`config.mk`:
```
export PLATFORM = sky130hd
export DESIGN_NAME = bcd_down_timer_flat
export DESIGN_NICKNAME = d
export VERILOG_FILES = /design/src/rtl/bcd_down_timer_if.sv /design/src/rtl/bcd_down_timer.sv /design/src/flat_wrapper.sv
export SDC_FILE = /design/constraint.sdc
export NUM_CORES = 1
export LEC_CHECK = 0
export CAP_MARGIN = 20
export CORE_UTILIZATION = 51
export CTS_BUF_LIST = sky130_fd_sc_hd__clkbuf_8
export DETAILED_ROUTE_END_ITERATION = 12
export PLACE_DENSITY = 0.88
export SYNTH_ARGS = -nofsm -noshare
export SYNTH_HDL_FRONTEND = slang
export SYNTH_SLANG_ARGS = --single-unit
```
`constraint.sdc`:
```
create_clock -name i_clk -period 2.72 [get_ports i_clk]
set_input_delay 0.544 -clock i_clk [delete_from_list [all_inputs] [get_ports i_clk]]
set_output_delay 0.544 -clock i_clk [all_outputs]
set_load 0.01 [all_outputs]
```
`src/rtl/bcd_down_timer_if.sv`:
```
// Control/data bundle for bcd_down_timer: the controller drives the load, start and tick
// strobes; the timer returns its count and its status pulses.
interface bcd_down_timer_if #(
    parameter int DIGITS = 4
);
    logic                  i_sclr;
    logic                  i_load;
    logic [4*DIGITS-1:0]   i_value;
    logic                  i_start;
    logic                  i_pause;
    logic                  i_tick;
    logic [4*DIGITS-1:0]   o_cnt;
    logic                  o_busy;
    logic                  o_done;
    logic                  o_err;

    modport master (
        output i_sclr, i_load, i_value, i_start, i_pause, i_tick,
        input  o_cnt, o_busy, o_done, o_err
    );

    modport slave (
        input  i_sclr, i_load, i_value, i_start, i_pause, i_tick,
        output o_cnt, o_busy, o_done, o_err
    );
endinterface

```
`src/rtl/bcd_down_timer.sv`:
```
// Loadable multi-digit BCD down-counter with a one-cycle expiry pulse.
// The timer can either stop at zero or reload itself from the last loaded value.
module bcd_down_timer #(
    parameter int DIGITS      = 4,
    parameter int MOD         = 10,
    parameter bit AUTO_RELOAD = 1'b0
) (
    input  logic             i_clk,
    input  logic             i_rst,
    bcd_down_timer_if.slave  bus
);
    localparam int         W    = 4 * DIGITS;
    localparam logic [3:0] DMAX = 4'(MOD - 1);

    typedef enum logic {IDLE, RUN} state_t;

    state_t          state_q;
    logic [W-1:0]    cnt_q;
    logic [W-1:0]    rld_q;
    logic            done_q;
    logic            err_q;

    logic [W-1:0]      dec_cnt;
    logic [W-1:0]      ld_cnt;
    logic [DIGITS-1:0] lo_zero;
    logic [DIGITS-1:0] ill;
    logic              cnt_zero;
    logic              dec_zero;
    logic              qtick;

    // lo_zero[k]: every digit below k is zero, so digit k takes the borrow
    for (genvar k = 0; k < DIGITS; k++) begin : g_dig
        logic [3:0] d;
        logic [3:0] v;
        assign d = cnt_q[4*k +: 4];
        assign v = bus.i_value[4*k +: 4];
        if (k == 0) begin : g_lsd
            assign lo_zero[k] = 1'b1;
        end else begin : g_hi
            assign lo_zero[k] = lo_zero[k-1] & (cnt_q[4*(k-1) +: 4] == 4'd0);
        end
        assign dec_cnt[4*k +: 4] = !lo_zero[k] ? d : ((d == 4'd0) ? DMAX : d - 4'd1);
        assign ill[k]            = ({1'b0, v} >= 5'(MOD));
        assign ld_cnt[4*k +: 4]  = ill[k] ? DMAX : v;
    end

    assign cnt_zero = (cnt_q == '0);
    assign dec_zero = (dec_cnt == '0);
    assign qtick    = bus.i_tick & ~bus.i_pause;

    always_ff @(posedge i_clk or posedge i_rst) begin
        if (i_rst) begin
            state_q <= IDLE;
            cnt_q   <= '0;
            rld_q   <= '0;
            done_q  <= 1'b0;
            err_q   <= 1'b0;
        end else begin
            done_q <= 1'b0;
            err_q  <= 1'b0;
            if (bus.i_sclr) begin
                cnt_q   <= '0;
                state_q <= IDLE;
            end else if (bus.i_load) begin
                cnt_q   <= ld_cnt;
                rld_q   <= ld_cnt;
                err_q   <= |ill;
                state_q <= IDLE;
            end else begin
                case (state_q)
                    IDLE: begin
                        if (bus.i_start) begin
                            if (cnt_zero) done_q  <= 1'b1;
                            else          state_q <= RUN;
                        end
                    end
                    RUN: begin
                        if (qtick) begin
                            if (cnt_zero) begin
                                // Only reachable in periodic mode: the tick after expiry reloads
                                if (AUTO_RELOAD) begin
                                    cnt_q  <= rld_q;
                                    done_q <= (rld_q == '0);
                                end
                            end else begin
                                cnt_q <= dec_cnt;
                                if (dec_zero) begin
                                    done_q <= 1'b1;
                                    if (!AUTO_RELOAD) state_q <= IDLE;
                                end
                            end
                        end
                    end
                    default: state_q <= IDLE;
                endcase
            end
        end
    end

    assign bus.o_cnt  = cnt_q;
    assign bus.o_busy = (state_q == RUN);
    assign bus.o_done = done_q;
    assign bus.o_err  = err_q;
endmodule

```
`src/flat_wrapper.sv`:
```
// flat-port wrapper written by rule: the top's interface ports become plain ports
module bcd_down_timer_flat 
#(
    parameter int DIGITS      = 4,
    parameter int MOD         = 10,
    parameter bit AUTO_RELOAD = 1'b0
)
  (i_clk, i_rst, bus_i_sclr, bus_i_load, bus_i_value, bus_i_start, bus_i_pause, bus_i_tick, bus_o_cnt, bus_o_busy, bus_o_done, bus_o_err);
  bcd_down_timer_if #(.DIGITS(DIGITS)) bus_i ();
  input  logic i_clk;
  input  logic i_rst;
  input wire logic [$bits(bus_i.i_sclr)-1:0] bus_i_sclr;
  input wire logic [$bits(bus_i.i_load)-1:0] bus_i_load;
  input wire logic [$bits(bus_i.i_value)-1:0] bus_i_value;
  input wire logic [$bits(bus_i.i_start)-1:0] bus_i_start;
  input wire logic [$bits(bus_i.i_pause)-1:0] bus_i_pause;
  input wire logic [$bits(bus_i.i_tick)-1:0] bus_i_tick;
  output wire logic [$bits(bus_i.o_cnt)-1:0] bus_o_cnt;
  output wire logic [$bits(bus_i.o_busy)-1:0] bus_o_busy;
  output wire logic [$bits(bus_i.o_done)-1:0] bus_o_done;
  output wire logic [$bits(bus_i.o_err)-1:0] bus_o_err;
  assign bus_i.i_sclr = bus_i_sclr;
  assign bus_i.i_load = bus_i_load;
  assign bus_i.i_value = bus_i_value;
  assign bus_i.i_start = bus_i_start;
  assign bus_i.i_pause = bus_i_pause;
  assign bus_i.i_tick = bus_i_tick;
  assign bus_o_cnt = bus_i.o_cnt;
  assign bus_o_busy = bus_i.o_busy;
  assign bus_o_done = bus_i.o_done;
  assign bus_o_err = bus_i.o_err;
  bcd_down_timer #(.DIGITS(DIGITS), .MOD(MOD), .AUTO_RELOAD(AUTO_RELOAD)) u_core (.i_clk(i_clk), .i_rst(i_rst), .bus(bus_i));
endmodule
```
==> flow_metrics.tcl <==
set metrics [dict create \
    outcome "complete, no violations" \
    path_max_fanout 10 \
    overflow 0 \
    die_w_um 52.6 \
    numCtsBuffers 3 \
    drtAntennaViolNets 0 \
    fin_skew_ns 0.00583 \
    fin_total_pwr_uw 746 \
    synthArstFlopShare 1.00 \
    ios 42 \
    synth_area_sq_mm 0.00130 \
    nets 216 \
    slew_viol_final 0 \
    cp_slowest_cell "nor4_4" \
    syn_nets 173 \
    rsz0062_at_grt "no" \
    crit_chain "nor4_4 -> nand4_4 -> or4_1 -> a311oi_1" \
    wl_per_cell_um 18.9 \
    worst_pin_slew_ns 0.756 \
    synth_seq_area_share 0.365 \
    antenna_found_initial 0 \
    layout-drive-gt1-share 0.0885 \
    cts-resized-gates 0 \
    drc 0 \
    cts-root-buf "clkbuf_8" \
    htree_levels 1 \
    whs_ns 0.619 \
    first_pass_iters 5 \
    endpoint_kind "flip-flop" \
    leakage_nw 0.689 \
    port_buffers 41 \
    slew-limit-headroom 0.496 \
    worst_slack_ns 0.554 \
    peakVddDrop_uv 306 \
    fin_crit_sh 0.796 \
    ys_ff_latch 19 \
    grt_pass1_wl_um 6610 \
    min_path_type "flip-flop to flip-flop" \
    fp.dieArea_sq_mm 0.00276 \
    cts_hold_buf 0 \
    start_util 0.562 \
    clock_latency_ns 0.26 \
    fp.dieH_um 52.6 \
    rows 17 \
    synth-edff-count 0 \
    gp_congestion 0.928 \
    core-area_sq_mm 0.00232 \
    grt_max_degree 20 \
    syn_avg_cell_area_sq_um 8.69 \
    dp_slack_ns 0.374 \
    antennaDiodeCount 0 \
    hold_violations 0 \
    post-route-min-period_ns 2.17 \
    cp.arrival_ns 2.31 \
    vias 1469 \
    synth_cell_types 44 \
    finish.utilization 0.774 \
    synth_warnings 0 \
    syn_to_final_growth_pct 37.6 \
    final_cell_mix "41 x clkdlybuf4s50_1, 19 x dfrtp_1, 18 x nor2_1, 10 x o21ai_0, 8 x nand2_1" \
    drt-total-wl_um 4160 \
    postCtsSetupBuffers 0 \
    worstSetupStartpointType "flip-flop" \
    cts_tree "built" \
    first_global_vias 1375 \
    fmax_mhz 462 \
    place_hpwl_um 3070 \
    cts.sinks 19 \
    worst-path-buf-inv 0 \
    cts_max_path_buffers 2 \
    max_cap_violations 0 \
    setup_viol_count_final 0 \
    viasPerCell 6.68 \
    setup_tns_ns 0 \
    grt_usage 0.337 \
    p_per_area_mw_per_mm2 416 \
    final_common_cell "clkdlybuf4s50_1" \
    critPathMaxStageDelay_ns 0.61 \
    synthFlopType "dfrtp_1" \
    cp.required_ns 2.87 \
    path_class "flip-flop to flip-flop" \
    first_iter_violations 78 \
    critPathTopFamily "simple AND/OR/NAND/NOR gates" \
    synthCells 150 \
    clkTransAtPathRegs_ns 0.08 \
]
## cells by family after synthesis
family,Yosys count,share of synthesized area
compound gates,45,0.240
simple gates,73,0.352
mux,1,0.00768
buf+inv,12,0.0355
flops,19,0.365
## registers in the layout, indices dropped and copies added, names as in the netlist
name               count
u_core.bus.o_err       1
u_core.bus.o_done      1
u_core.bus.o_cnt      16
u_core.bus.o_busy      1
## Yosys cell counts (all sizes together) (3+ instances only)
master,instances,share of area
a21oi,7,0.027
a311oi,5,0.034
a31oi,3,0.014
a41oi,4,0.027
clkbuf,5,0.014
dfrtp,19,0.36
inv,6,0.017
nand2,8,0.023
nand2b,3,0.014
nand3,6,0.023
nand4,7,0.045
nor2,18,0.052
nor3,5,0.023
nor3b,5,0.029
nor4,4,0.042
o21ai,10,0.038
o311ai,3,0.020
o31ai,3,0.017
or4,4,0.026
## final cells by class
type / count / area (sq um)
flip-flops and latches: 19 / 475
inverters: 6 / 22.5
repair buffers: 44 / 433
clock buffers: 3 / 41.3
clock inverters: 1 / 5.00
fillers: 183 / 524
multi-input cells: 119 / 782
well taps: 28 / 35.0
## report_power, final
| group | switching [mW] | internal [mW] |
|---|---|---|
| Clock | 0.107 | 0.102 |
| Combinational | 0.106 | 0.101 |
| Sequential | 0.0311 | 0.298 |
## path summary, 6_finish.rpt
| kind | from | end | slack, ns | cells after the start |
|---|---|---|---|---|
| max | u_core.bus.o_cnt[4] | u_core.bus.o_cnt[11] | 0.55 | 4 |
| min reg2reg | u_core.bus.o_cnt[13] | u_core.bus.o_cnt[13] | 0.62 | 2 |
| max reg2reg | u_core.bus.o_cnt[4] | u_core.bus.o_cnt[11] | 0.55 | 4 |
| min in group asynchronous | i_rst | u_core.bus.o_cnt[0] | 0.71 | 2 |
| max in group asynchronous | i_rst | u_core.bus.o_cnt[11] | 1.54 | 2 |
| min | u_core.bus.o_cnt[13] | u_core.bus.o_cnt[13] | 0.62 | 2 |
## worst register-to-register path, stage by stage (launching register included)
cell	delay, ns
dfrtp_1	0.45
nor4_4	0.61
nand4_4	0.24
or4_1	0.44
a311oi_1	0.32
## routing by layer
layer / wire, um / part of all wire / vias to the layer above / track usage
met1: 1600 / 0.38 / 684 / 0.445
met4: 132 / 0.032 / 0 / 0.162
li1: - / - / 672 / -
met5: 0 / 0 / - / 0
met2: 2020 / 0.49 / 96 / 0.536
met3: 407 / 0.098 / 17 / 0.0493
## stage by stage
stage | instances | area, sq um
floorplan | 150 | 1300
global placement | 216 | 1750
detailed placement | 216 | 1750
CTS | 220 | 1790
global route | 220 | 1790
finish | 220 | 1790
No activity file was read; power rests on OpenSTA's default activity.
==> variant 1, RTL diff (same settings) <==
Make the reset (`i_rst`) synchronous in one clocked block.
--- a/src/rtl/bcd_down_timer.sv
+++ b/src/rtl/bcd_down_timer.sv
@@ -49,5 +49,5 @@
     assign qtick    = bus.i_tick & ~bus.i_pause;
 
-    always_ff @(posedge i_clk or posedge i_rst) begin
+    always_ff @(posedge i_clk) begin
         if (i_rst) begin
             state_q <= IDLE;
Behaviour: differs if i_rst is asserted again (counterexample within 4 cycles, from zero or initial values and one cycle with i_rst high); with i_rst held inactive, the same outputs for 10 cycles.
==> variant 1 against the unedited design <==
- utilization down 0.75 points
- wire length down 11%
- worst setup slack better by 74 ps
- total power down 10%
- sequential cell count unchanged
- clock power down 6%
- synthesized area down 8.1%
- sequential share of layout area down 4.1 points
- final area down 5.5%
- count of clock-buffer cells in the layout unchanged
- clock skew down 4.0 ps
- global-route usage down 2.4 points
- critical endpoint is now u_core.bus.o_cnt[10]$_SDFFE_PP0P_
- highest routed layer unchanged
==> variant 1: results (changes against the unedited design) <==
status: "complete, no violations"  # unchanged
finalClockSkew_ps: 1.85  # was 5.83 ps
p_switching_mw: 0.196  # was 0.244 mW
synth_area_leaders: "dfxtp_1 (32%), nand2_1 (4.4%), nor2_1 (4.4%)"  # was dfrtp_1 (36%), nor2_1 (5.2%), o21ai_0 (3.8%)
globalRouteMet1Util_pct: 39.0  # was 44.5%
drive_gt1_share_pct: 7.77  # was 8.85%
ir_drop_mv: 0.280  # was 0.306 mV
grt_max_degree: 14  # was 20
reg2regPathDepth: 5  # was 4
grt_first_pass_wirelength_um: 5860  # was 6610 um
grt_pass1_vias: 1291  # was 1375
place_area_um2: 1650  # was 1750 um^2
gp_congestion: 0.924  # was 0.928
cts_buffer_depth: 2  # unchanged
nets: 217  # was 216
antenna_found_initial: 0  # unchanged
grtUsageMet3_pct: 4.24  # was 4.93%
drt_iter0_markers: 82  # was 78
cp.arrival_ps: 2230  # was 2310 ps
ys_top_cells_by_count: "dfxtp_1 (19), nand2_1 (14), nor2_1 (14)"  # was dfrtp_1 (19), nor2_1 (18), o21ai_0 (10)
worstReg2RegStart: "u_core.bus.o_cnt[8]$_SDFFE_PP0P_"  # was u_core.bus.o_cnt[4]$_DFFE_PP0P_
slew_headroom_pct: 54.1  # was 49.6%
cp_max_fo: 11  # was 10
r2r_slack_ps: 640  # was 550 ps
synth-async-reset-ratio_pct: 0  # was 100%
seq_area_frac_synth_pct: 31.7  # was 36.5%
wl_per_cell_um: 16.8  # was 18.9 um
r2r_end: "u_core.bus.o_cnt[6]$_SDFFE_PP0P_"  # was u_core.bus.o_cnt[11]$_DFFE_PP0P_
min_period_ps: 2090  # was 2170 ps
ys_types: 46  # was 44
place_ws_ps: 401  # was 374 ps
min_to: "u_core.bus.o_cnt[15]$_SDFFE_PP0P_"  # was u_core.bus.o_cnt[13]$_DFFE_PP0P_
viasPerCell: 6.37  # was 6.68
synthCells: 149  # was 150
globalRouteTotalUtil_pct: 31.3  # was 33.7%
grtUsageMet2_pct: 53.3  # was 53.6%
crit_slowest_cell: "or3_1"  # was nor4_4
wl_um: 3710  # was 4160 um
dp_hpwl_um: 2650  # was 3070 um
min-delay-start: "u_core.bus.o_cnt[15]$_SDFFE_PP0P_"  # was u_core.bus.o_cnt[13]$_DFFE_PP0P_
slowest_delay_ps: 420  # was 610 ps
antennaDiodeCount: 0  # unchanged
endpoint: "u_core.bus.o_cnt[10]$_SDFFE_PP0P_"  # was u_core.bus.o_cnt[11]$_DFFE_PP0P_
crit_start: "bus_i_pause"  # was u_core.bus.o_cnt[4]$_DFFE_PP0P_
leakagePower_nw: 0.598  # was 0.689 nW
-- variant 1: changes by cell type in the layout (fill, tap and decap cells not counted), moves of 5 or more --
| cell | delta |
|---|---|
| a311oi_1 | -5 |
| nand2_1 | +6 |
| o21ai_1 | +8 |
| dfrtp_1 | -19 |
| dfxtp_1 | +19 |
-- variant 1: layout make-up --
| class | instances | area (um^2) |
|---|---|---|
| multi-input combinational | 122 | 787 |
| fill | 177 | 517 |
| timing repair buffer | 44 | 433 |
| sequential | 19 | 380 |
| clock buffer | 3 | 41.3 |
| tap | 28 | 35.0 |
| inverter | 4 | 15.0 |
| clock inverter | 1 | 3.75 |
-- variant 1: routing by layer --
layer,up-vias,routed length (um)
li1,664,-
met1,647,1430
met2,92,1880
met3,5,359
met4,0,42
met5,-,0
-- variant 1: power by group through the flow --
stage          clock (mW)  combinational, mW  sequential [mW]
6_report            0.198              0.166            0.304
5_1_grt             0.215              0.178            0.307
3_5_place_dp            0              0.162            0.309
4_1_cts             0.197              0.164            0.304
2_1_floorplan           0             0.0831            0.311
3_3_place_gp            0              0.161            0.309
-- variant 1: cell families (layout without fill, tap and decap cells) --
kind of cell | Yosys count | count (layout) | share of synthesized area, %
compound gates | 40 | 40 | 22.1
xor+xnor | 2 | 2 | 1.46
buf+inv | 8 | 52 | 2.61
flops | 19 | 19 | 31.7
mux | 5 | 5 | 4.18
simple gates | 75 | 75 | 37.9
-- variant 1: metrics by stage --
stage | utilization [%] | hold slack [ps]
after floorplan | - | 545
after global placement | 74.6 | 529
after detailed placement | 74.6 | 532
after CTS | 76.6 | 542
after global routing | 76.6 | 570
final | 76.6 | 551
-- variant 1: worst reg2reg max path: stages, from the launching register on --
cell and delay (ps):
dfxtp_1 410, nor4_1 650, nand4_1 230, nand2b_1 320, nor4_1 100, a311o_1 270
==> variant 2, RTL diff (same flow settings) <==
Without the edit above. `DIGITS` is set to 4 in 3 places; all go to 6.
--- a/src/rtl/bcd_down_timer_if.sv
+++ b/src/rtl/bcd_down_timer_if.sv
@@ -2,5 +2,5 @@
 // strobes; the timer returns its count and its status pulses.
 interface bcd_down_timer_if #(
-    parameter int DIGITS = 4
+    parameter int DIGITS = 6
 );
     logic                  i_sclr;
--- a/src/rtl/bcd_down_timer.sv
+++ b/src/rtl/bcd_down_timer.sv
@@ -2,5 +2,5 @@
 // The timer can either stop at zero or reload itself from the last loaded value.
 module bcd_down_timer #(
-    parameter int DIGITS      = 4,
+    parameter int DIGITS      = 6,
     parameter int MOD         = 10,
     parameter bit AUTO_RELOAD = 1'b0
--- a/src/flat_wrapper.sv
+++ b/src/flat_wrapper.sv
@@ -2,5 +2,5 @@
 module bcd_down_timer_flat 
 #(
-    parameter int DIGITS      = 4,
+    parameter int DIGITS      = 6,
     parameter int MOD         = 10,
     parameter bit AUTO_RELOAD = 1'b0
Ports: changed (resized bus_i_value and bus_o_cnt); port bits go from 42 to 58. The function was not compared with the original's and may differ.
==> variant 2 against the unedited design <==
- utilization shrank 1.4 points
- total power is 36% higher
- worst setup slack lost 190 ps
- wire length increased by 49%
- final area is 47% higher
- clock skew down 2.9 ps
- synthesized area up 48%
- sequential power rose by 41%
- sequential cell count is 8 higher
- highest routed layer unchanged
==> variant 2: results (changes against the unedited design) <==
comb.multi_input.count: 185  # was 119
buf_share_pct: 24.8  # was 24.1%
cp.arrival_ps: 2550  # was 2310 ps
worstReg2RegStart: "u_core.bus.o_cnt[1]$_DFFE_PP0P_"  # was u_core.bus.o_cnt[4]$_DFFE_PP0P_
ys_types: 52  # was 44
r2r_end: "u_core.bus.o_cnt[16]$_DFFE_PP0P_"  # was u_core.bus.o_cnt[11]$_DFFE_PP0P_
fillers: 302  # was 183
grt_first_pass_wirelength_um: 10100  # was 6610 um
buffers: 68  # was 44
cp_max_fo: 8  # was 10
sh_seq_area_pct: 25.6  # was 26.5%
dp_hpwl_um: 4510  # was 3070 um
clk_pin_slew_ps: 100  # was 80 ps
min_to: "u_core.bus.o_cnt[23]$_DFFE_PP0P_"  # was u_core.bus.o_cnt[13]$_DFFE_PP0P_
fin_hold_ws_ps: 596  # was 619 ps
place_ws_ps: 339  # was 374 ps
finalClockSkew_ps: 2.93  # was 5.83 ps
inverters: 10  # was 6
gp_congestion: 0.931  # was 0.928
grt_max_degree: 28  # was 20
drive_gt1_share_pct: 9.52  # was 8.85%
leakagePower_nw: 1.00  # was 0.689 nW
yosys.area_share.xor_xnor_pct: 0.455  # was 0%
status: "complete, no violations"  # unchanged
final-clk-cell-share_pct: 1.71  # was 2.58%
worst_pin_slew_ps: 620  # was 756 ps
nets: 326  # was 216
drt_iter0_markers: 216  # was 78
wl_per_cell_um: 18.2  # was 18.9 um
ir_drop_mv: 0.370  # was 0.306 mV
slowest_delay_ps: 540  # was 610 ps
synthMuxAreaShare_pct: 1.56  # was 0.768%
globalRouteTotalUtil_pct: 32.1  # was 33.7%
synth_area_leaders: "dfrtp_1 (35%), nor2_1 (4.9%), nand2_1 (4.7%)"  # was dfrtp_1 (36%), nor2_1 (5.2%), o21ai_0 (3.8%)
reg2regPathDepth: 5  # was 4
viasPerCell: 6.36  # was 6.68
crit_slowest_cell: "or4_1"  # was nor4_4
clk_latency_ps: 280  # was 260 ps
min-delay-start: "u_core.bus.o_cnt[23]$_DFFE_PP0P_"  # was u_core.bus.o_cnt[13]$_DFFE_PP0P_
r2r_slack_ps: 360  # was 550 ps
ys_ff_latch: 27  # was 19
ys_top_cells_by_count: "dfrtp_1 (27), nor2_1 (25), nand2_1 (24)"  # was dfrtp_1 (19), nor2_1 (18), o21ai_0 (10)
largest_reg_flops: 24  # was 16
syn_nets: 262  # was 173
multi_input_area_um2: 1170  # was 782 um^2
portBuffers: 57  # was 41
grt_pass1_vias: 2084  # was 1375
variant 2: cell types whose count changed after synthesis, moves of 4 or more:
| cell | before | now |
|---|---|---|
| or3_1 | 1 | 5 |
| nand3b_1 | 2 | 6 |
| dfrtp_1 | 19 | 27 |
| a41oi_1 | 4 | 0 |
| nand2_1 | 8 | 24 |
| o41ai_1 | 1 | 5 |
| o21ai_0 | 10 | 15 |
| nor2_1 | 18 | 25 |
variant 2: worst max path at each step:
stage | slack, ps | from | cells past startpoint | end
6_report | 360 | u_core.bus.o_cnt[1]$_DFFE_PP0P_ | 5 | u_core.bus.o_cnt[16]$_DFFE_PP0P_
5_1_grt | 210 | u_core.bus.o_cnt[1]$_DFFE_PP0P_ | 5 | u_core.bus.o_cnt[16]$_DFFE_PP0P_
4_1_cts | 400 | u_core.bus.o_cnt[1]$_DFFE_PP0P_ | 5 | u_core.bus.o_cnt[16]$_DFFE_PP0P_
3_5_place_dp | 340 | bus_i_pause | 5 | u_core.bus.o_cnt[1]$_DFFE_PP0P_
3_3_place_gp | 370 | bus_i_pause | 5 | u_core.bus.o_cnt[1]$_DFFE_PP0P_
2_1_floorplan | 620 | u_core.bus.o_cnt[1]$_DFFE_PP0P_ | 6 | u_core.bus.o_cnt[16]$_DFFE_PP0P_
variant 2: where the power goes:
part           switching [mW]  internal, mW
Combinational           0.160         0.150
Sequential             0.0395         0.425
Clock                   0.138         0.102
Total                   0.338         0.677
variant 2: layer usage:
metal,global-route usage [%],vias to the layer above,part of all wire (%)
met5,0,-,0
met4,11.6,0,1.8
met3,6.34,14,8.3
met2,49.6,119,48
met1,44.0,1003,42
li1,-,1025,-
variant 2: stage by stage:
stage | instances | area (um^2)
detailed placement | 336 | 2590
CTS | 340 | 2640
global route | 340 | 2640
floorplan | 231 | 1920
finish | 340 | 2640
global placement | 336 | 2590
